`config.mk`:
```
export PLATFORM = sky130hd
export DESIGN_NAME = hba_reg_bank_ext
export DESIGN_NICKNAME = d
export VERILOG_FILES = /design/src/rtl/hba_reg_bank_ext.sv
export SDC_FILE = /design/constraint.sdc
export NUM_CORES = 1
export LEC_CHECK = 0
export ABC_AREA = 1
export CAP_MARGIN = 30
export CORE_MARGIN = 2
export CORE_UTILIZATION = 44
export DETAILED_ROUTE_END_ITERATION = 6
export PLACE_DENSITY = 0.76
export SYNTH_ARGS = -nofsm -noshare
export SYNTH_HDL_FRONTEND = slang
export SYNTH_SLANG_ARGS = --single-unit
```
`constraint.sdc`:
```
create_clock -name hba_clk -period 1.45 [get_ports hba_clk]
set_input_delay 0.3625 -clock hba_clk [delete_from_list [all_inputs] [get_ports hba_clk]]
set_output_delay 0.3625 -clock hba_clk [all_outputs]
set_load 0.1 [all_outputs]
```
`src/rtl/hba_reg_bank_ext.sv`:
```
`default_nettype none
// +-----------------------------------------------------------------------------+
// | hba_reg_bank_ext : HBA slave with RW regs, sampled input regs, change intr  |
// | Revision 1.0                                                                |
// +-----------------------------------------------------------------------------+
module hba_reg_bank_ext #(
  parameter int DBUS_WIDTH        = 8,
  parameter int PERIPH_ADDR_WIDTH = 4,
  parameter int REG_ADDR_WIDTH    = 8,
  parameter int ADDR_WIDTH        = PERIPH_ADDR_WIDTH + REG_ADDR_WIDTH,
  parameter int PERIPH_ADDR       = 0,
  parameter int NUM_REGS          = 4,
  parameter int NUM_IN_REGS       = 2
) (
  input  logic                                                    hba_clk,
  input  logic                                                    hba_reset,
  input  logic                                                    hba_xferstart,
  input  logic                                                    hba_rwn,
  input  logic [ADDR_WIDTH-1:0]                                   hba_abus,
  input  logic [DBUS_WIDTH-1:0]                                   hba_dbus,
  output logic [DBUS_WIDTH-1:0]                                   slave_dbus,
  output logic                                                    slave_xferack,
  output logic                                                    slave_interrupt,
  output logic [NUM_REGS*DBUS_WIDTH-1:0]                          regs_out,
  input  logic [((NUM_IN_REGS > 0) ? NUM_IN_REGS : 1)*DBUS_WIDTH-1:0] regs_in
);

  localparam int IN_REGS_W   = ((NUM_IN_REGS > 0) ? NUM_IN_REGS : 1) * DBUS_WIDTH;
  localparam int CTRL_ADDR   = NUM_REGS + NUM_IN_REGS;
  localparam int STATUS_ADDR = CTRL_ADDR + 1;

  logic                      hit;
  logic                      wr_hit;
  logic                      rd_hit;
  logic                      status_w1c;
  logic [REG_ADDR_WIDTH-1:0] reg_addr;
  logic [DBUS_WIDTH-1:0]     rw_regs [NUM_REGS];
  logic [IN_REGS_W-1:0]      in_q;
  logic                      change_set;
  logic                      intr_en;
  logic                      changed;
  logic                      changed_next;
  logic [DBUS_WIDTH-1:0]     rd_data;

  assign reg_addr = hba_abus[REG_ADDR_WIDTH-1:0];
  assign hit      = hba_xferstart &&
                    (hba_abus[ADDR_WIDTH-1:REG_ADDR_WIDTH] == PERIPH_ADDR_WIDTH'(PERIPH_ADDR));
  assign wr_hit   = hit && !hba_rwn;
  assign rd_hit   = hit && hba_rwn;

  always_ff @(posedge hba_clk) begin
    if (!hba_reset) begin
      for (int i = 0; i < NUM_REGS; i++) rw_regs[i] <= '0;
      intr_en <= 1'b0;
    end else if (wr_hit) begin
      for (int i = 0; i < NUM_REGS; i++) begin
        if (reg_addr == REG_ADDR_WIDTH'(i)) rw_regs[i] <= hba_dbus;
      end
      if (reg_addr == REG_ADDR_WIDTH'(CTRL_ADDR)) intr_en <= hba_dbus[0];
    end
  end

  generate
    for (genvar gi = 0; gi < NUM_REGS; gi++) begin : g_regs_out
      assign regs_out[gi*DBUS_WIDTH +: DBUS_WIDTH] = rw_regs[gi];
    end
  endgenerate

  // in_prev only becomes a meaningful reference after two post-reset edges,
  // so the first sampled value after reset is never reported as a change.
  generate
    if (NUM_IN_REGS > 0) begin : g_in_sample
      logic [IN_REGS_W-1:0] in_prev;
      logic                 in_valid;
      logic                 primed;

      always_ff @(posedge hba_clk) begin
        if (!hba_reset) begin
          in_q     <= '0;
          in_prev  <= '0;
          in_valid <= 1'b0;
          primed   <= 1'b0;
        end else begin
          in_q     <= regs_in;
          in_prev  <= in_q;
          in_valid <= 1'b1;
          primed   <= in_valid;
        end
      end

      assign change_set = primed && (in_q != in_prev);
    end else begin : g_no_in
      assign in_q       = '0;
      assign change_set = 1'b0;
    end
  endgenerate

  always_comb begin
    rd_data = '0;
    for (int i = 0; i < NUM_REGS; i++) begin
      if (reg_addr == REG_ADDR_WIDTH'(i)) rd_data = rw_regs[i];
    end
    for (int j = 0; j < NUM_IN_REGS; j++) begin
      if (reg_addr == REG_ADDR_WIDTH'(NUM_REGS + j)) rd_data = in_q[j*DBUS_WIDTH +: DBUS_WIDTH];
    end
    if (reg_addr == REG_ADDR_WIDTH'(CTRL_ADDR))   rd_data = {{(DBUS_WIDTH-1){1'b0}}, intr_en};
    if (reg_addr == REG_ADDR_WIDTH'(STATUS_ADDR)) rd_data = {{(DBUS_WIDTH-1){1'b0}}, changed};
  end

  // A new change in the same cycle as a W1C keeps the flag set.
  assign status_w1c   = wr_hit && (reg_addr == REG_ADDR_WIDTH'(STATUS_ADDR)) && hba_dbus[0];
  assign changed_next = change_set | (changed & ~status_w1c);

  always_ff @(posedge hba_clk) begin
    if (!hba_reset) begin
      changed         <= 1'b0;
      slave_xferack   <= 1'b0;
      slave_dbus      <= '0;
      slave_interrupt <= 1'b0;
    end else begin
      changed         <= changed_next;
      slave_xferack   <= hit;
      slave_dbus      <= rd_hit ? rd_data : '0;
      slave_interrupt <= intr_en & changed;
    end
  end

endmodule
`default_nettype wire

```
==> results.sh <==
export IMPL_crit_chain="clkdlybuf4s50_1 > inv_2 > nor2_2 > nand2_1 > a21oi_4 > o21ai_1 > a31oi_4"
export IMPL_cp_start_kind="input pin"
export IMPL_required_ns=1.73
export IMPL_critPathMaxFanout=7
export IMPL_cts_root_buffer="clkbuf_8"
export IMPL_p_sw_mw=1.466
export IMPL_cts_buffers=9
export IMPL_cts_hold_buf=0
export IMPL_worstSetupEndpointType="flop"
export IMPL_slowest_delay_ns=0.53
export IMPL_max_cap_violations=0
export IMPL_cts_sinks=78
export IMPL_gr_total_overflow=0
export IMPL_h_tree_depth=3
export IMPL_tightestPinTransition_ns=0.3725
export IMPL_rsz0062_at_grt="yes"
export IMPL_clock_skew_final_ns=0.01442
export IMPL_chipHeight_um=88.67
export IMPL_dp_hpwl_um=6059
export IMPL_grt_pass1_wl_um=13230
export IMPL_fmax_mhz=677.4
export IMPL_synth_warnings=0
export IMPL_vias=2886
export IMPL_area_delta_synth_final_pct=63.59
export IMPL_dr_pass1_iters=5
export IMPL_leakage_nw=2.289
export IMPL_crit_family="buffers and inverters"
export IMPL_routed_wl_um=9290
export IMPL_status="finished with violations"
export IMPL_slew_violations=0
export IMPL_power_frac_comb=0.179
export IMPL_hold_violations=0
export IMPL_timing_final_ws_setup_ns=-0.02621
export IMPL_grt_max_degree=35
export IMPL_syn_inst=353
export IMPL_crit_type="input pin to flop"
export IMPL_maxSlewHeadroom=0.7505
export IMPL_clk_pin_slew_ns=0.09
export IMPL_synthDistinctLibCells=24
export IMPL_violations="setup timing"
export IMPL_core_region_area_um2=6869
export IMPL_synth_fp_nets=393
export IMPL_syn_avg_cell_area_um2=8.936
export IMPL_grtUsageTotal=0.2311
export IMPL_drive_gt1_frac=0.2920
export IMPL_yosysSeqAreaShare=0.5966
export IMPL_path_depth=7
export IMPL_die_width_um=88.67
export IMPL_n_antenna_cell=0
export IMPL_synth_seq_cells=78
export IMPL_powerDensity_nw_per_um2=969.4
export IMPL_netlist_area_um2=3154
export IMPL_nNetsFinal=511
export IMPL_grt_pass1_vias=2745
export IMPL_min_path_cells=2
export IMPL_p_total_mw=5.002
export IMPL_io_buffers=81
export IMPL_clockBufferDepth=2
export IMPL_antenna_found_initial=0
export IMPL_drt_wirelength_per_cell_um=16.24
export IMPL_die_area_um2=7862
export IMPL_seq_power_share=0.494
export IMPL_place_gp_congestion=0.8455
export IMPL_rr_worst_depth=7
export IMPL_ir_worst_vdd_mv=0.7062
export IMPL_cts_tree="built"
export IMPL_fin_util=0.7512
export IMPL_ant_nets=0
export IMPL_period_minus_slack_ns=1.476
export IMPL_drc=0
export IMPL_setup_violations=1
export IMPL_drt_vias_per_instance=5.045
export IMPL_cp_data_arrival_time_ns=1.75
export IMPL_p_clk_frac=0.327
export IMPL_path_buf_inv=2
export IMPL_initial_utilization=0.4592
export IMPL_boundaryPins=82
export IMPL_clock_latency_ns=0.36
export IMPL_p_sw_frac=0.2931
export IMPL_drtIter0Drc=324
export IMPL_period_share=1.018
export IMPL_slowest_stage="clkdlybuf4s50_1"
export IMPL_hold_class="flop to flop"
export IMPL_core_rowCount=30
export IMPL_intPower_mw=3.536
through the flow:
stage / cells / instance area [um^2] / hold WS, ns / setup slack, ns / setup TNS [ns]
2_1_floorplan: 353 / 3181 / 0.3902 / -0.008743 / -0.1399
3_3_place_gp: 549 / 4740 / 0.3925 / -0.5250 / -35.87
4_1_cts: 570 / 5081 / 0.4180 / 0.03746 / 0
5_1_grt: 572 / 5160 / 0.4462 / -0.05913 / -0.1701
6_report: 572 / 5160 / 0.4359 / -0.02621 / -0.02621
3_5_place_dp: 549 / 4740 / 0.4016 / -0.6003 / -39.17
kinds of logic (layout without fill, tap and decap cells):
logic type	count (synthesis)	in the layout	synth area share
AND/OR/NAND/NOR	169	169	0.2388
buffers and inverters	62	185	0.07457
AO/OA/AOI/OAI	31	31	0.05394
XOR/XNOR	13	13	0.03610
flip-flops	78	78	0.5966
sequential cells by signal, summed over array words and instances, names as in the netlist:
| register | cells |
|---|---|
| in_q | 16 |
| g_in_sample.in_valid | 1 |
| slave_interrupt | 1 |
| slave_dbus | 8 |
| slave_xferack | 1 |
| rw_regs | 32 |
| intr_en | 1 |
| g_in_sample.primed | 1 |
| g_in_sample.in_prev | 16 |
| changed | 1 |
tightest hold or removal path: stages (launching register included):
cell and delay, ns:
dfxtp_1 0.31, nand2_1 0.07, inv_1 0.04
cell type report:
class	count	area, um^2
Clock buffer	10	127.6
Clock inverter	6	67.56
Fill cell	423	1709
Inverter	57	216.5
Multi-Input combinational cell	213	1224
Sequential cell	78	1882
Tap cell	96	120.1
Timing Repair Buffer	111	1515
Timing Repair inverter	1	7.507
power groups by stage:
stage,sequential (mW),combinational (mW),clock (mW)
3_3_place_gp,2.51,0.866,0
5_1_grt,2.48,0.930,1.73
2_1_floorplan,2.82,0.151,0
3_5_place_dp,2.52,0.875,0
4_1_cts,2.47,0.882,1.64
6_report,2.47,0.897,1.63
timing repair:
item	CTS	global route
pin swaps	12	11
buffers inserted	4	2
endpoints found under the setup margin	73	46
gates cloned	1	0
resized for setup	44	21
placed cells by master, fill, tap and decap left out, types with 10 or more instances in the layout:
cell type / instances
buf_12: 46
inv_1: 52
nand2_2: 10
nand2_1: 69
edfxtp_1: 32
nand3_1: 12
nor2_1: 42
xnor2_1: 10
buf_4: 21
clkdlybuf4s50_1: 26
dfxtp_1: 46
worst paths after layout:
check                                           from  slack [ns]                  to
worst max-delay path                       hba_reset       -0.03       slave_dbus[7]
worst max register to register              in_q[13]        0.01             changed
worst min register to register  g_in_sample.in_valid        0.44  g_in_sample.primed
worst min-delay path            g_in_sample.in_valid        0.44  g_in_sample.primed
cell usage after synthesis:
| cell | instances | area share |
|---|---|---|
| a21oi_1 | 13 | 0.021 |
| a21oi_2 | 1 | 0.0028 |
| a31oi_1 | 9 | 0.018 |
| and3_1 | 2 | 0.0040 |
| buf_1 | 3 | 0.0036 |
| buf_2 | 2 | 0.0032 |
| dfxtp_1 | 46 | 0.29 |
| edfxtp_1 | 32 | 0.30 |
| inv_1 | 53 | 0.063 |
| inv_2 | 4 | 0.0048 |
| nand2_1 | 79 | 0.094 |
| nand2_2 | 5 | 0.0099 |
| nand3_1 | 13 | 0.021 |
| nand3_2 | 4 | 0.013 |
| nand4_1 | 3 | 0.0060 |
| nor2_1 | 50 | 0.060 |
| nor2_2 | 3 | 0.0060 |
| nor2_4 | 5 | 0.018 |
| nor3_1 | 4 | 0.0063 |
| o21ai_0 | 7 | 0.011 |
| o21ai_1 | 1 | 0.0016 |
| or2_2 | 1 | 0.0020 |
| xnor2_1 | 10 | 0.028 |
| xor2_1 | 3 | 0.0083 |
routing by layer:
metal,up-vias,track usage,wire length [um]
li1,1350,-,-
met1,1347,0.2799,3549
met2,160,0.3894,4666
met3,29,0.04384,741
met4,0,0.1226,333
met5,-,0,0
Note: power is estimated with default switching activity, not from simulation.
